<file path="src/rtl/logic_acc_if.sv">
// logic_acc_if: word handshake and accumulator status bundle
// for the logic_acc block.
interface logic_acc_if #(
  parameter int WIDTH = 16,
  parameter int CNT_W = 4
);
  logic             in_valid;
  logic             in_ready;
  logic [1:0]       op;
  logic [WIDTH-1:0] in_data;
  logic [WIDTH-1:0] acc;
  logic             out_valid;
  logic [CNT_W-1:0] count;
  logic             full;
  logic             any;
  logic             all;

  modport master (
    output in_valid, op, in_data,
    input  in_ready, acc, out_valid,
    input  count, full, any, all
  );

  modport slave (
    input  in_valid, op, in_data,
    output in_ready, acc, out_valid,
    output count, full, any, all
  );
endinterface

</file>
<file path="src/rtl/logic_acc.sv">
// logic_acc: bitwise OR/AND/XOR/LOAD accumulator with a
// saturating accepted-word counter and identity-aware clear.
module logic_acc #(
  parameter int WIDTH = 16,
  parameter int CNT_W = 4
) (
  input  logic       clock,
  input  logic       reset,
  input  logic       clear,
  logic_acc_if.slave bus
);
  typedef enum logic [1:0] {
    OP_OR   = 2'b00,
    OP_AND  = 2'b01,
    OP_XOR  = 2'b10,
    OP_LOAD = 2'b11
  } op_e;

  localparam logic [CNT_W-1:0] CNT_MAX = '1;
  localparam logic [CNT_W-1:0] CNT_ONE = CNT_W'(1);

  logic [WIDTH-1:0] acc_q;
  logic [WIDTH-1:0] acc_d;
  logic [CNT_W-1:0] cnt_q;
  logic [CNT_W-1:0] cnt_d;
  logic             valid_q;
  logic             and_q;
  logic             full;
  logic             take;
  op_e              op;

  assign op   = op_e'(bus.op);
  assign full = (cnt_q == CNT_MAX);
  assign take = bus.in_valid && bus.in_ready;

  assign bus.in_ready  = !full && !clear && !reset;
  assign bus.acc       = acc_q;
  assign bus.count     = cnt_q;
  assign bus.out_valid = valid_q;
  assign bus.full      = full;
  assign bus.any       = |acc_q;
  assign bus.all       = &acc_q;

  always_comb begin
    acc_d = acc_q;
    cnt_d = cnt_q + CNT_ONE;
    unique case (op)
      OP_OR:   acc_d = acc_q | bus.in_data;
      OP_AND:  acc_d = acc_q & bus.in_data;
      OP_XOR:  acc_d = acc_q ^ bus.in_data;
      OP_LOAD: begin
        acc_d = bus.in_data;
        cnt_d = CNT_ONE;
      end
    endcase
  end

  // clear restores the identity of the last accepted op,
  // so an AND chain restarts from all ones.
  always_ff @(posedge clock) begin
    if (reset) begin
      acc_q   <= '0;
      cnt_q   <= '0;
      valid_q <= 1'b0;
      and_q   <= 1'b0;
    end else if (clear) begin
      acc_q   <= {WIDTH{and_q}};
      cnt_q   <= '0;
      valid_q <= 1'b0;
    end else begin
      valid_q <= take;
      if (take) begin
        acc_q <= acc_d;
        cnt_q <= cnt_d;
        and_q <= (op == OP_AND);
      end
    end
  end
endmodule

</file>
<file path="src/flat_wrapper.sv">
// flat-port wrapper written by rule: the top's interface ports become plain ports
module logic_acc_flat 
#(
  parameter int WIDTH = 16,
  parameter int CNT_W = 4
)
  (clock, reset, clear, bus_in_valid, bus_op, bus_in_data, bus_in_ready, bus_acc, bus_out_valid, bus_count, bus_full, bus_any, bus_all);
  logic_acc_if #(.WIDTH(WIDTH), .CNT_W(CNT_W)) bus_i ();
  input  logic clock;
  input  logic reset;
  input  logic clear;
  input wire logic [$bits(bus_i.in_valid)-1:0] bus_in_valid;
  input wire logic [$bits(bus_i.op)-1:0] bus_op;
  input wire logic [$bits(bus_i.in_data)-1:0] bus_in_data;
  output wire logic [$bits(bus_i.in_ready)-1:0] bus_in_ready;
  output wire logic [$bits(bus_i.acc)-1:0] bus_acc;
  output wire logic [$bits(bus_i.out_valid)-1:0] bus_out_valid;
  output wire logic [$bits(bus_i.count)-1:0] bus_count;
  output wire logic [$bits(bus_i.full)-1:0] bus_full;
  output wire logic [$bits(bus_i.any)-1:0] bus_any;
  output wire logic [$bits(bus_i.all)-1:0] bus_all;
  assign bus_i.in_valid = bus_in_valid;
  assign bus_i.op = bus_op;
  assign bus_i.in_data = bus_in_data;
  assign bus_in_ready = bus_i.in_ready;
  assign bus_acc = bus_i.acc;
  assign bus_out_valid = bus_i.out_valid;
  assign bus_count = bus_i.count;
  assign bus_full = bus_i.full;
  assign bus_any = bus_i.any;
  assign bus_all = bus_i.all;
  logic_acc #(.WIDTH(WIDTH), .CNT_W(CNT_W)) u_core (.clock(clock), .reset(reset), .clear(clear), .bus(bus_i));
endmodule
</file>
<file path="config.mk">
export PLATFORM = sky130hd
export DESIGN_NAME = logic_acc_flat
export DESIGN_NICKNAME = d
export VERILOG_FILES = /design/src/rtl/logic_acc_if.sv /design/src/rtl/logic_acc.sv /design/src/flat_wrapper.sv
export SDC_FILE = /design/constraint.sdc
export NUM_CORES = 1
export LEC_CHECK = 0
export BUFFER_PORTS_ARGS = -buffer_cell sky130_fd_sc_hd__buf_2
export CAP_MARGIN = 25
export CELL_PAD_IN_SITES_DETAIL_PLACEMENT = 1
export CELL_PAD_IN_SITES_GLOBAL_PLACEMENT = 1
export CORE_MARGIN = 2
export CORE_UTILIZATION = 43
export CTS_CLUSTER_DIAMETER = 80
export DETAILED_ROUTE_END_ITERATION = 10
export PLACE_DENSITY = 0.95
export SYNTH_ARGS = -nofsm -noshare
export SYNTH_HDL_FRONTEND = slang
export SYNTH_SLANG_ARGS = --single-unit
</file>
<file path="constraint.sdc">
create_clock -name clock -period 2.6 [get_ports clock]
set_input_delay 0.13 -clock clock [delete_from_list [all_inputs] [get_ports clock]]
set_output_delay 0.13 -clock clock [all_outputs]
set_load 0.01 [all_outputs]
</file>
# == Word-level counts from Yosys, hierarchy flattened ==
# Cells that the tools add are included.
# word_totals
regBits,22
inputBits,22
elab_cells,29
# classes
n_addsub,1
eq_ne,4
n_mux,4
bitwise,4
n_reduce_logical,12
# ops
op,n
$pmux 16 s4,1
$mux 16,2
$and 16x16->16,1
$or 16x16->16,1
$reduce_and 16->1,1
$reduce_or 16->1,1
$xor 16x16->16,1
$add 4x1->4 const B,1
$eq 2x2->1 const B,2
$eq 4x4->1 const B,1
$mux 4,1
$logic_and 1x1->1,3
$logic_not 1->1,3
$eq 2x1->1 const B,1
$logic_not 2->1,1
$reduce_and 2->1,1
$reduce_bool 2->1,1
$reduce_or 2->1,1
$not 1->1,1

# == Logic depth before layout (Yosys ltp) ==
# Gate-level depths: netlist of the first run.
# logic_depth
depth_word,7
mapped_depth,6

# == Worst setup path after synthesis of the first run ==
# No wires, ideal clock.
# synth_timing
kind,register -> register
start,"register u_core.cnt_q[0], in the netlist u_core.bus.count[0]"
end,"register u_core.cnt_q[3], in the netlist u_core.bus.count[3]"
arrival_time_ps,1410
slack_ps,1065
path_stages_with_launch,7
cell_sequence,dfxtp_1 > ha_1 > nand3_1 > buf_2 > inv_1 > o311ai_0 > nand2_1
# synth_between
elab_chain_len,5
elab_cells_between_ends,7
cone_classes,1 x add/sub; 1 x eq/ne; 1 x mux; 4 x reduce/logical
# synth_lines
item,line,text
"start, declared",logic_acc.sv:24,logic [CNT_W-1:0] cnt_q;
"start signal, assigned",logic_acc.sv:74,cnt_q <= cnt_d;
$eq 4x4->1,logic_acc.sv:33,assign full = (cnt_q == CNT_MAX);
net bus_full,flat_wrapper.sv:19,output wire logic [$bits(bus_i.full)-1:0] bus_full;
$logic_not 1->1,logic_acc.sv:36,assign bus.in_ready = !full && !clear && !reset;
$logic_and 1x1->1 (2 in series),logic_acc.sv:36,
$logic_and 1x1->1,logic_acc.sv:34,assign take = bus.in_valid && bus.in_ready;
# The timed path passes the listed nets, and every way through them passes these cells.
# A chain may end at the register's enable or synchronous reset.

# == Worst setup path in the final report of the first run ==
# layout_timing
start,"register u_core.cnt_q[0], in the netlist u_core.bus.count[0]"
end,"register u_core.acc_q[12], in the netlist u_core.bus.acc[12]"
# layout_between
elab_chain_len,6
# layout_lines
item,line,text
$eq 4x4->1,logic_acc.sv:33,
$logic_not 1->1,logic_acc.sv:36,
$logic_and 1x1->1 (2 in series),logic_acc.sv:36,
$logic_and 1x1->1,logic_acc.sv:34,
$reduce_bool 2->1 (no line),n/a,
"end signal, assigned",logic_acc.sv:67,acc_q <= {WIDTH{and_q}};
"end, declared",logic_acc.sv:22,logic [WIDTH-1:0] acc_q;
# Every way passes these cells.

==> metrics, run 1 <==
worst r2r src=u_core.bus.count[0]; top-area cell type share of the netlist area=between 20 and 25%; post-layout min period=roughly 1.8 ns; internal power=0.5825 mW; worst hold slack=between 0.2 and 0.25 ns; pin count of the biggest net entering global routing=53; ys flop type=dfxtp_1; GRT Resource Usage Total=a little over a fifth; drt drc=0; leakage power figure=between 1 and 1.5 nW; startpoint class of the critical path=flip-flop; VDD IR max=between 0.15 and 0.2 mV; final wirelength=between 5 and 6 mm; Final ANT Viol Nets=0; worst hold path stage count=3; vias in the first global route=2040; status=complete, no violations; Met2 Wirelength=around 3.1 mm; Cells after Synth=about 260; hold endpoint=u_core.and_q; FP Rows=25; Setup Skew=between 0.006 and 0.007 ns; CTS Buf Count=3; Post-CTS Resized=0; CTS sink count=22; Crit Path Max Fanout=21; critical path, cell by cell=ha_1, nand3_1, buf_4, a21o_1, a311oi_1; die outline width=roughly 74 um; Yosys reg bits=22; Final setup viols=0; Min-Delay Path Class=input port to flip-flop; max cap viols=0; # fillers=626; r2r worst-path depth=5; Post-synth EDFFs=0; Comb power frac=between 30 and 40%; syn avg cell area=8.174 um2; DRT iter0 DRCs=~120; routability cong.=0.8745; number of vias in the routed layout=2077; clk slew on worst S/H paths=0.08 ns; WP data required=between 2 and 3 ns; asr flop ratio synth=0%; syn_nets=316; CTS tree=yes; synth cell count leaders=ha_1 (33), inv_1 (33), nand2b_1 (33), dfxtp_1 (22), nand2_1 (19); met3 WL=~230 um; RSZ-0062 raised after global routing=false; initial core utilization=between 40% and 50%; reg-to-reg slack, setup=between 0.7 and 0.8 ns; Yosys top cell by area=dfxtp_1; Yosys warnings=0; Fmax=544.6 MHz; cell area power density=356.4 nW/um2; total global routing overflow=0; Final TNS setup=0 ns; worst-margin pin slew=~0.86 ns; clock power share=between 20% and 30%; WS Path Type=flip-flop to flip-flop; Die ar.=5541 um2; latest clock arrival within the worst-skew pair=0.26 ns; area taken by multi-input logic gates=~1500 um2; Met1 Wirelength=around 2.4 mm; Worst Hold Launch=bus_op[0]; Pwr Total=about 0.87 mW; Synth area leaders=dfxtp_1 (21%), ha_1 (19%), nand2b_1 (9.7%); clk root buf=clkbuf_8; Core ar.=~4800 um2; CTS HTree Levels=1; Post-CTS Setup Bufs=0; hold buffer count at cts=0; TritonRoute pass-1 iters=4; register area=roughly 440 um2; Unique masters post-synth=35; reg2reg end=u_core.bus.acc[12]; antenna cells=0; per-cell routed wire length=~16 um; Final HPWL DP=just over 4 mm; I/O Buffers=46; Net count, final=around 350; Critical Path End Type=flip-flop; Top Layer Used=met4; Worst slew margin=between 40% and 50%; sequential share of the synthesized area=approximately a fifth; io pins=47; via/cell ratio=between 5 and 6; switch share=around a third; initial antenna violation count=0; Sequential Power Share=a little under half; CP max-delay cell=a21o_1; global-route wire length before repair=9.335 mm; clk buf depth=2; Synth Cell Area=approximately 2100 um2; ratio of cells with drive above 1 in the final layout=about a quarter; Hold Vio Cnt, Final=0; die height=74.44 um; Area Overhead vs Synth=13.78%; Tcrit/Tclk final=a little over two thirds; Final Slew Violations=0; switching power=about 0.28 mW; CP arrival=1.94 ns; Max stage delay on crit path=slightly above 0.5 ns
through the flow:
step	cells	setup WS [ns]	area [um2]	util [%]
CTS	362	0.7635	2427	51.05
global placement	359	0.9397	2386	50.18
floorplan	261	1.065	2133	-
global route	362	0.6482	2427	51.05
finish	362	0.7638	2427	51.05
detailed placement	359	0.8164	2386	50.18
cell families after synthesis:
group           Yosys count  synth area share [%]
mux                      16                 8.446
compound gates           60                 20.70
simple gates             78                 20.76
buf+inv                  52                 10.09
fa+ha+maj                33                 19.36
flops                    22                 20.65
routing by layer:
metal,GRT usage [%],vias to the layer above
li1,-,1006
met1,25.94,1022
met2,38.74,43
met3,4.472,6
met4,5.357,0
met5,0,-
placed cells by master (no fill, tap or decap), drive strengths merged, types with 2 or more instances in the layout:
| cell | instances |
|---|---|
| a211oi | 16 |
| a21boi | 2 |
| a21oi | 2 |
| a311oi | 16 |
| a31oi | 17 |
| and2 | 2 |
| buf | 50 |
| clkbuf | 3 |
| dfxtp | 22 |
| ha | 33 |
| inv | 33 |
| mux2 | 16 |
| nand2 | 19 |
| nand2b | 33 |
| nand3 | 2 |
| nand4 | 6 |
| nor2 | 3 |
| nor2b | 2 |
| nor4 | 5 |
| o21ai | 2 |
critical path, delay by kind of cell (launching register included):
family / cells / cell delay (ns)
AO/OA/AOI/OAI: 2 / 0.70
buffers and inverters: 1 / 0.24
flip-flops: 1 / 0.36
AND/OR/NAND/NOR: 1 / 0.10
adder cells (fa/ha/maj): 1 / 0.26
cell type report:
type                       instances  share of cell area [%]
timing repair buffer              50                   10.72
sequential                        22                   18.14
multi-input combinational        187                   60.88
clock buffer                       3                   1.701
inverter                          33                   5.103
tap                               67                   3.454
how the worst max path moves through the flow:
stage / start / endpoint / slack, ns / cells after the start
floorplan: u_core.bus.count[0] / u_core.bus.count[3] / 1.07 / 6
global placement: u_core.bus.count[0] / u_core.bus.acc[4] / 0.94 / 5
detailed placement: u_core.bus.count[0] / u_core.bus.acc[12] / 0.82 / 5
CTS: u_core.bus.count[0] / bus_in_ready / 0.76 / 6
global route: u_core.bus.count[0] / u_core.bus.acc[12] / 0.65 / 5
finish: u_core.bus.count[0] / u_core.bus.acc[12] / 0.76 / 5
state kept, by name, indices dropped and copies added (netlist names):
signal,cells
u_core.bus.out_valid,1
u_core.bus.acc,16
u_core.bus.count,4
u_core.and_q,1
power by group through the flow:
| stage | sequential, mW | combinational (mW) | clock (mW) |
|---|---|---|---|
| 3_5_place_dp | 0.402 | 0.261 | 0 |
| 2_1_floorplan | 0.403 | 0.166 | 0 |
| 4_1_cts | 0.396 | 0.265 | 0.211 |
| 6_report | 0.396 | 0.262 | 0.206 |
| 5_1_grt | 0.400 | 0.296 | 0.223 |
| 3_3_place_gp | 0.400 | 0.243 | 0 |
(Power assumes the default switching activity.)
==> inputs of run 2 (changes only) <==
--- a/config.mk
+++ b/config.mk
@@ -5,15 +5,16 @@
 export SDC_FILE = /design/constraint.sdc
 export NUM_CORES = 1
 export LEC_CHECK = 0
+export ABC_AREA = 1
 export BUFFER_PORTS_ARGS = -buffer_cell sky130_fd_sc_hd__buf_2
 export CAP_MARGIN = 25
 export CELL_PAD_IN_SITES_DETAIL_PLACEMENT = 1
 export CELL_PAD_IN_SITES_GLOBAL_PLACEMENT = 1
 export CORE_MARGIN = 2
-export CORE_UTILIZATION = 43
+export CORE_UTILIZATION = 38
 export CTS_CLUSTER_DIAMETER = 80
 export DETAILED_ROUTE_END_ITERATION = 10
-export PLACE_DENSITY = 0.95
+export PLACE_DENSITY = 0.91
 export SYNTH_ARGS = -nofsm -noshare
 export SYNTH_HDL_FRONTEND = slang
 export SYNTH_SLANG_ARGS = --single-unit
==> constraint.sdc (replaced) <==
create_clock -name clock -period 1.9 [get_ports clock]
set_input_delay 0.095 -clock clock [delete_from_list [all_inputs] [get_ports clock]]
set_output_delay 0.095 -clock clock [all_outputs]
set_load 0.01 [all_outputs]
==> run 2 against run 1 <==
Combinational power grew 45%; worst setup slack got worse by 0.60 ns; area after synthesis fell by 4.7%; critical endpoint is now u_core.bus.acc[9]; sequential power rose by 33%; largest cell class unchanged; critical path depth up 2; core utilization decreased by 4.9 points; highest routed layer unchanged; die area rose by 7.4%; via count up 4.5%.
==> metrics, run 2 <==
status=complete, no violations; Area Overhead vs Synth=16.55%; drt drc=0; met1 usage=a little over a quarter; max reg flops=16; latest clock arrival within the worst-skew pair=approximately 0.27 ns; via/cell ratio=a little over 5; post-layout min period=between 1.5 and 2 ns; Synth Cell Area=between 2000 and 2500 um2; Final ANT Viol Nets=0; met2 Use GR=39.39%; clk root buf=clkbuf_8; Post-CTS Resized=0; VDD IR max=around 0.34 mV; Min-Delay Path Class=input port to flip-flop; CP arrival=between 1.5 and 2 ns; Final HPWL DP=~4.4 mm; Core ar.=5140 um2; CTS tree=yes; pin count of the biggest net entering global routing=29; global-route wire length before repair=about 11 mm; Final TNS setup=0 ns; GRT Resource Usage Total=between 20% and 30%; Cells after Synth=about 310; Post-CTS Setup Bufs=0; CTS HTree Levels=1; pre-CTS WS=0.2611 ns; clk buf depth=2; Unique masters post-synth=24; Fmax=574.6 MHz; routability cong.=between 0.7 and 0.8; CTS sink count=22; dominant cell by count in the synthesized netlist=nand2_1; die outline width=between 70 and 80 um; antenna cells=0; startpoint class of the critical path=flip-flop; sequential share of the synthesized area=between 20% and 30%; leakage power figure=~1.3 nW; Crit Path Max Fanout=12; worst-margin pin slew=0.5659 ns; io pins=47; vias in the first global route=approximately 2300; fin worst setup slack=around 0.16 ns; Hold Vio Cnt, Final=0; Synth Area in Simple Gates=around a third; Net count, final=between 400 and 500; M3 GR Usage=2.588%; synth cell count leaders=nand2_1 (68), nand3_1 (49), inv_1 (42), ha_1 (33), a21oi_1 (26); Final Slew Violations=0; commonest non-fill, non-tap cells in the layout=nand2_1 (68), nand3_1 (49), buf_2 (46), inv_1 (42), ha_1 (33); mux contribution to synthesized area=0%; Yosys top cell by area=dfxtp_1; number of vias in the routed layout=~2200; TritonRoute pass-1 iters=4; most common cell after layout, fill and taps aside=nand2_1; ratio of cells with drive above 1 in the final layout=17.09%; Post-synth EDFFs=0; WS Path Type=flip-flop to flip-flop; Compound-Gate Fraction of Synth Area=~13%; final wirelength=slightly below 6 mm; Die ar.=approximately 6000 um2; initial core utilization=roughly 40%; max cap viols=0; ys flop type=dfxtp_1; Synth Area in XOR/XNOR=less than 1%; RSZ-0062 raised after global routing=false; WP data required=about 2.1 ns; Post-Synth Adder-Cell Area=~20%; per-cell routed wire length=14.05 um; Final setup viols=0; clk slew on worst S/H paths=0.08 ns; syn_nets=367; die height=77.15 um; DRT iter0 DRCs=between 100 and 150; hold buffer count at cts=0; initial antenna violation count=0; Worst slew margin=just over 60%; total global routing overflow=0; I/O Buffers=46; asr flop ratio synth=0%; syn avg cell area=6.517 um2; Critical Path End Type=flip-flop; Synth area leaders=dfxtp_1 (22%), ha_1 (20%), nand2_1 (13%); Setup Skew=0.0007117 ns; Tcrit/Tclk final=roughly nine tenths; largest family of logic cells by synthesized area=simple AND/OR/NAND/NOR gates; CTS Buf Count=3; Yosys reg bits=22; cell area power density=between 500 and 600 nW/um2; Top Usage Layer GRT=met2; Yosys warnings=0; top-area cell type share of the netlist area=a little over a fifth; FP Rows=26
[run 2: layer usage]
| layer | up-vias | routed length [um] |
|---|---|---|
| met5 | - | 0 |
| li1 | 1093 | - |
| met4 | 0 | 75 |
| met2 | 37 | 3001 |
| met3 | 9 | 182 |
| met1 | 1031 | 2657 |
[run 2: critical path, stage by stage (launching register included)]
cell	delay, ns
dfxtp_1	0.36
ha_1	0.24
nand3_1	0.14
nand3_2	0.25
nand2_1	0.26
nand2_1	0.16
nor2_1	0.17
nor2_1	0.05
[run 2: cell families (layout without fill, tap and decap cells)]
logic type	after synthesis	in the layout
buf+inv	58	97
simple gates	151	151
compound gates	47	47
xor+xnor	1	1
flops	22	22
fa+ha+maj	33	33
[run 2: layout make-up]
cell class,count,area [um2]
Inverter,44,165.2
Clock buffer,3,41.29
Timing Repair Buffer,49,252.7
Sequential cell,22,440.4
Multi-Input combinational cell,232,1353
Clock inverter,1,30.03
Fill cell,710,2770
Tap cell,70,87.58
[run 2: worst paths after layout]
check	startpoint	end	depth (start not counted)	slack (ns)
setup reg to reg	u_core.bus.count[0]	u_core.bus.acc[9]	7	0.16
hold / removal	reset	u_core.and_q	2	0.08
setup / recovery	u_core.bus.count[0]	u_core.bus.acc[9]	7	0.16
hold reg to reg	u_core.and_q	u_core.and_q	2	0.47
[run 2: per-stage QoR]
| stage | cell area, um2 | hold slack [ns] | util (%) | total power [mW] | instances |
|---|---|---|---|---|---|
| floorplan | 2033 | 0.1641 | - | 0.7804 | 312 |
| global placement | 2298 | 0.3586 | 44.72 | 0.8960 | 417 |
| detailed placement | 2298 | 0.3719 | 44.72 | 0.9179 | 417 |
| CTS | 2370 | 0.08408 | 46.11 | 1.359 | 421 |
| global route | 2370 | 0.09545 | 46.11 | 1.450 | 421 |
| finish | 2370 | 0.08337 | 46.11 | 1.353 | 421 |
[run 2: power by group]
part / total [mW] / switching, mW / internal, mW
Sequential: 0.528 / 0.0384 / 0.490
Combinational: 0.379 / 0.237 / 0.142
Clock: 0.445 / 0.164 / 0.282
Total: 1.35 / 0.439 / 0.914
==> inputs of run 3 (changes only) <==
--- a/config.mk
+++ b/config.mk
@@ -14,7 +14,7 @@
 export CORE_UTILIZATION = 38
 export CTS_CLUSTER_DIAMETER = 80
 export DETAILED_ROUTE_END_ITERATION = 10
-export PLACE_DENSITY = 0.91
+export PLACE_DENSITY = 0.87
 export SYNTH_ARGS = -nofsm -noshare
 export SYNTH_HDL_FRONTEND = slang
 export SYNTH_SLANG_ARGS = --single-unit
==> run 3 against run 2 <==
Via count rose by 2.6%; wire length rose by 5.1%; final cell count rose by 1.4%; power fell by 6.7%; combinational power rose by 3%; sequential power barely moved; core utilization rose by 0.56 points; sequential share of layout area fell by 0.22 points; global-route usage rose by 0.86 points; largest cell class unchanged; largest power group unchanged; highest routed layer unchanged.
==> metrics, run 3 (synthesis gave the netlist of run 2 again) <==
status=complete, no violations; CTS HTree Levels=1; die outline width=77.15 um; initial core utilization=39.56%; clk root buf=clkbuf_8; WP data required=2.09 ns; VDD IR max=roughly 0.26 mV; Sequential Power Share=a little over two fifths; clock power share=27.2%; GRT Resource Usage Total=between 20% and 30%; post-layout min period=around 1.6 ns; Area Overhead vs Synth=17.97%; CP max-delay cell=dfxtp_1; io pins=47; hold buffer count at cts=0; Setup Skew=around 0.0062 ns; Worst Hold Launch=reset; worst hold slack=between 0.09 and 0.1 ns; Placed Cells=approximately 420; Met2 Wirelength=3.086 mm; leakage power figure=between 1 and 1.5 nW; Post-CTS Setup Bufs=0; switching power=approximately 0.44 mW; Final TNS setup=0 ns; Hold Vio Cnt, Final=0; TritonRoute pass-1 iters=4; ratio of cells with drive above 1 in the final layout=a little under a fifth; Core ar.=a little over 5000 um2; Net count, final=between 400 and 500; final wirelength=6.217 mm; Worst slew margin=69.15%; antenna cells=0; CTS sink count=22; met3 WL=227 um; clk buf depth=2; initial antenna violation count=0; DRT iter0 DRCs=98; vias in the first global route=2296; Final HPWL DP=4.749 mm; Fmax=about 620 MHz; Met1 Wirelength=~2.9 mm; fin cells=around 430; Comb power frac=a little under a third; drt drc=0; # fillers=between 700 and 800; Crit Path Max Fanout=15; worst hold path stage count=2; via/cell ratio=roughly 5.2; max cap viols=0; FP Rows=26; pin count of the biggest net entering global routing=29; Final setup viols=0; Post-CTS Resized=0; I/O Buffers=46; switch share=between 30% and 40%; commonest non-fill, non-tap cells in the layout=nand2_1 (68), nand3_1 (49), buf_2 (46), inv_1 (42), ha_1 (33); startpoint class of the critical path=flip-flop; clk slew on worst S/H paths=around 0.090 ns; WS Path Type=flip-flop to flip-flop; CP arrival=1.81 ns; Min-Delay Path Class=input port to flip-flop; r2r worst-path depth=7; routability cong.=approximately 0.79; Die ar.=between 5000 and 6000 um2; total global routing overflow=0; Top Layer Used=met4; Critical Path End Type=flip-flop; latest clock arrival within the worst-skew pair=0.26 ns; Max stage delay on crit path=between 0.3 and 0.4 ns; die height=around 77 um; critical path, cell by cell=ha_1, nand3_1, nand3_2, buf_4, inv_1, nand2_1, a21boi_0; max reg flops=16; Final Util=46.67%; cell area power density=between 500 and 600 nW/um2; internal power=a little over 0.8 mW; per-cell routed wire length=14.56 um; RSZ-0062 raised after global routing=false; worst r2r src=u_core.bus.count[0]; CP Launch Point=u_core.bus.count[0]; worst-margin pin slew=~0.46 ns; Tcrit/Tclk final=85.13%; global-route wire length before repair=about 11 mm; number of vias in the routed layout=2226; Final ANT Viol Nets=0; CTS Buf Count=3; most common cell after layout, fill and taps aside=nand2_1; CTS tree=yes; Final Slew Violations=0
## run 3: area by class of cell
type | instances | area (um2) | share of cell area, %
multi-input cells | 232 | 1353 | 56.39
flip-flops and latches | 22 | 440.4 | 18.36
repair buffers | 55 | 297.8 | 12.42
inverters | 44 | 165.2 | 6.886
well taps | 70 | 87.58 | 3.652
clock buffers | 4 | 55.05 | 2.295
## run 3: worst paths after layout
check | end | slack [ns]
worst max-delay path | u_core.bus.count[2] | 0.28
worst min-delay path | u_core.and_q | 0.1
worst max register to register | u_core.bus.count[2] | 0.28
worst min register to register | u_core.and_q | 0.48
## run 3: power by group through the flow
stage               Sequential [mW]  Combinational, mW  Clock (mW)
detailed placement            0.541              0.389           0
floorplan                     0.543              0.237           0
global route                  0.536              0.452       0.365
finish                        0.530              0.389       0.343
CTS                           0.530              0.392       0.352
global placement              0.539              0.373           0
## run 3: worst max-delay path: cells and delay by family, from the launching register on
family                     cells  cell delay [ns]
and+or+nand+nor                3             0.42
buffers and inverters          2             0.40
DFF                            1             0.35
adders and majority gates      1             0.24
AOI/OAI and AO/OA              1             0.14
## run 3: routing by layer
| metal | track usage (%) | vias to the layer above |
|---|---|---|
| li1 | - | 1105 |
| met1 | 27.69 | 1064 |
| met2 | 40.87 | 51 |
| met3 | 2.353 | 6 |
| met5 | 0 | - |
| met4 | 4.821 | 0 |
## run 3: metrics by stage
| stage | worst slack [ns] | total power [mW] | area (um2) |
|---|---|---|---|
| finish | 0.2825 | 1.262 | 2399 |
| global route | 0.05148 | 1.353 | 2399 |
| CTS | 0.2711 | 1.274 | 2399 |
| detailed placement | 0.2964 | 0.9300 | 2344 |
| global placement | 0.3684 | 0.9126 | 2344 |
| floorplan | 0.5648 | 0.7804 | 2033 |
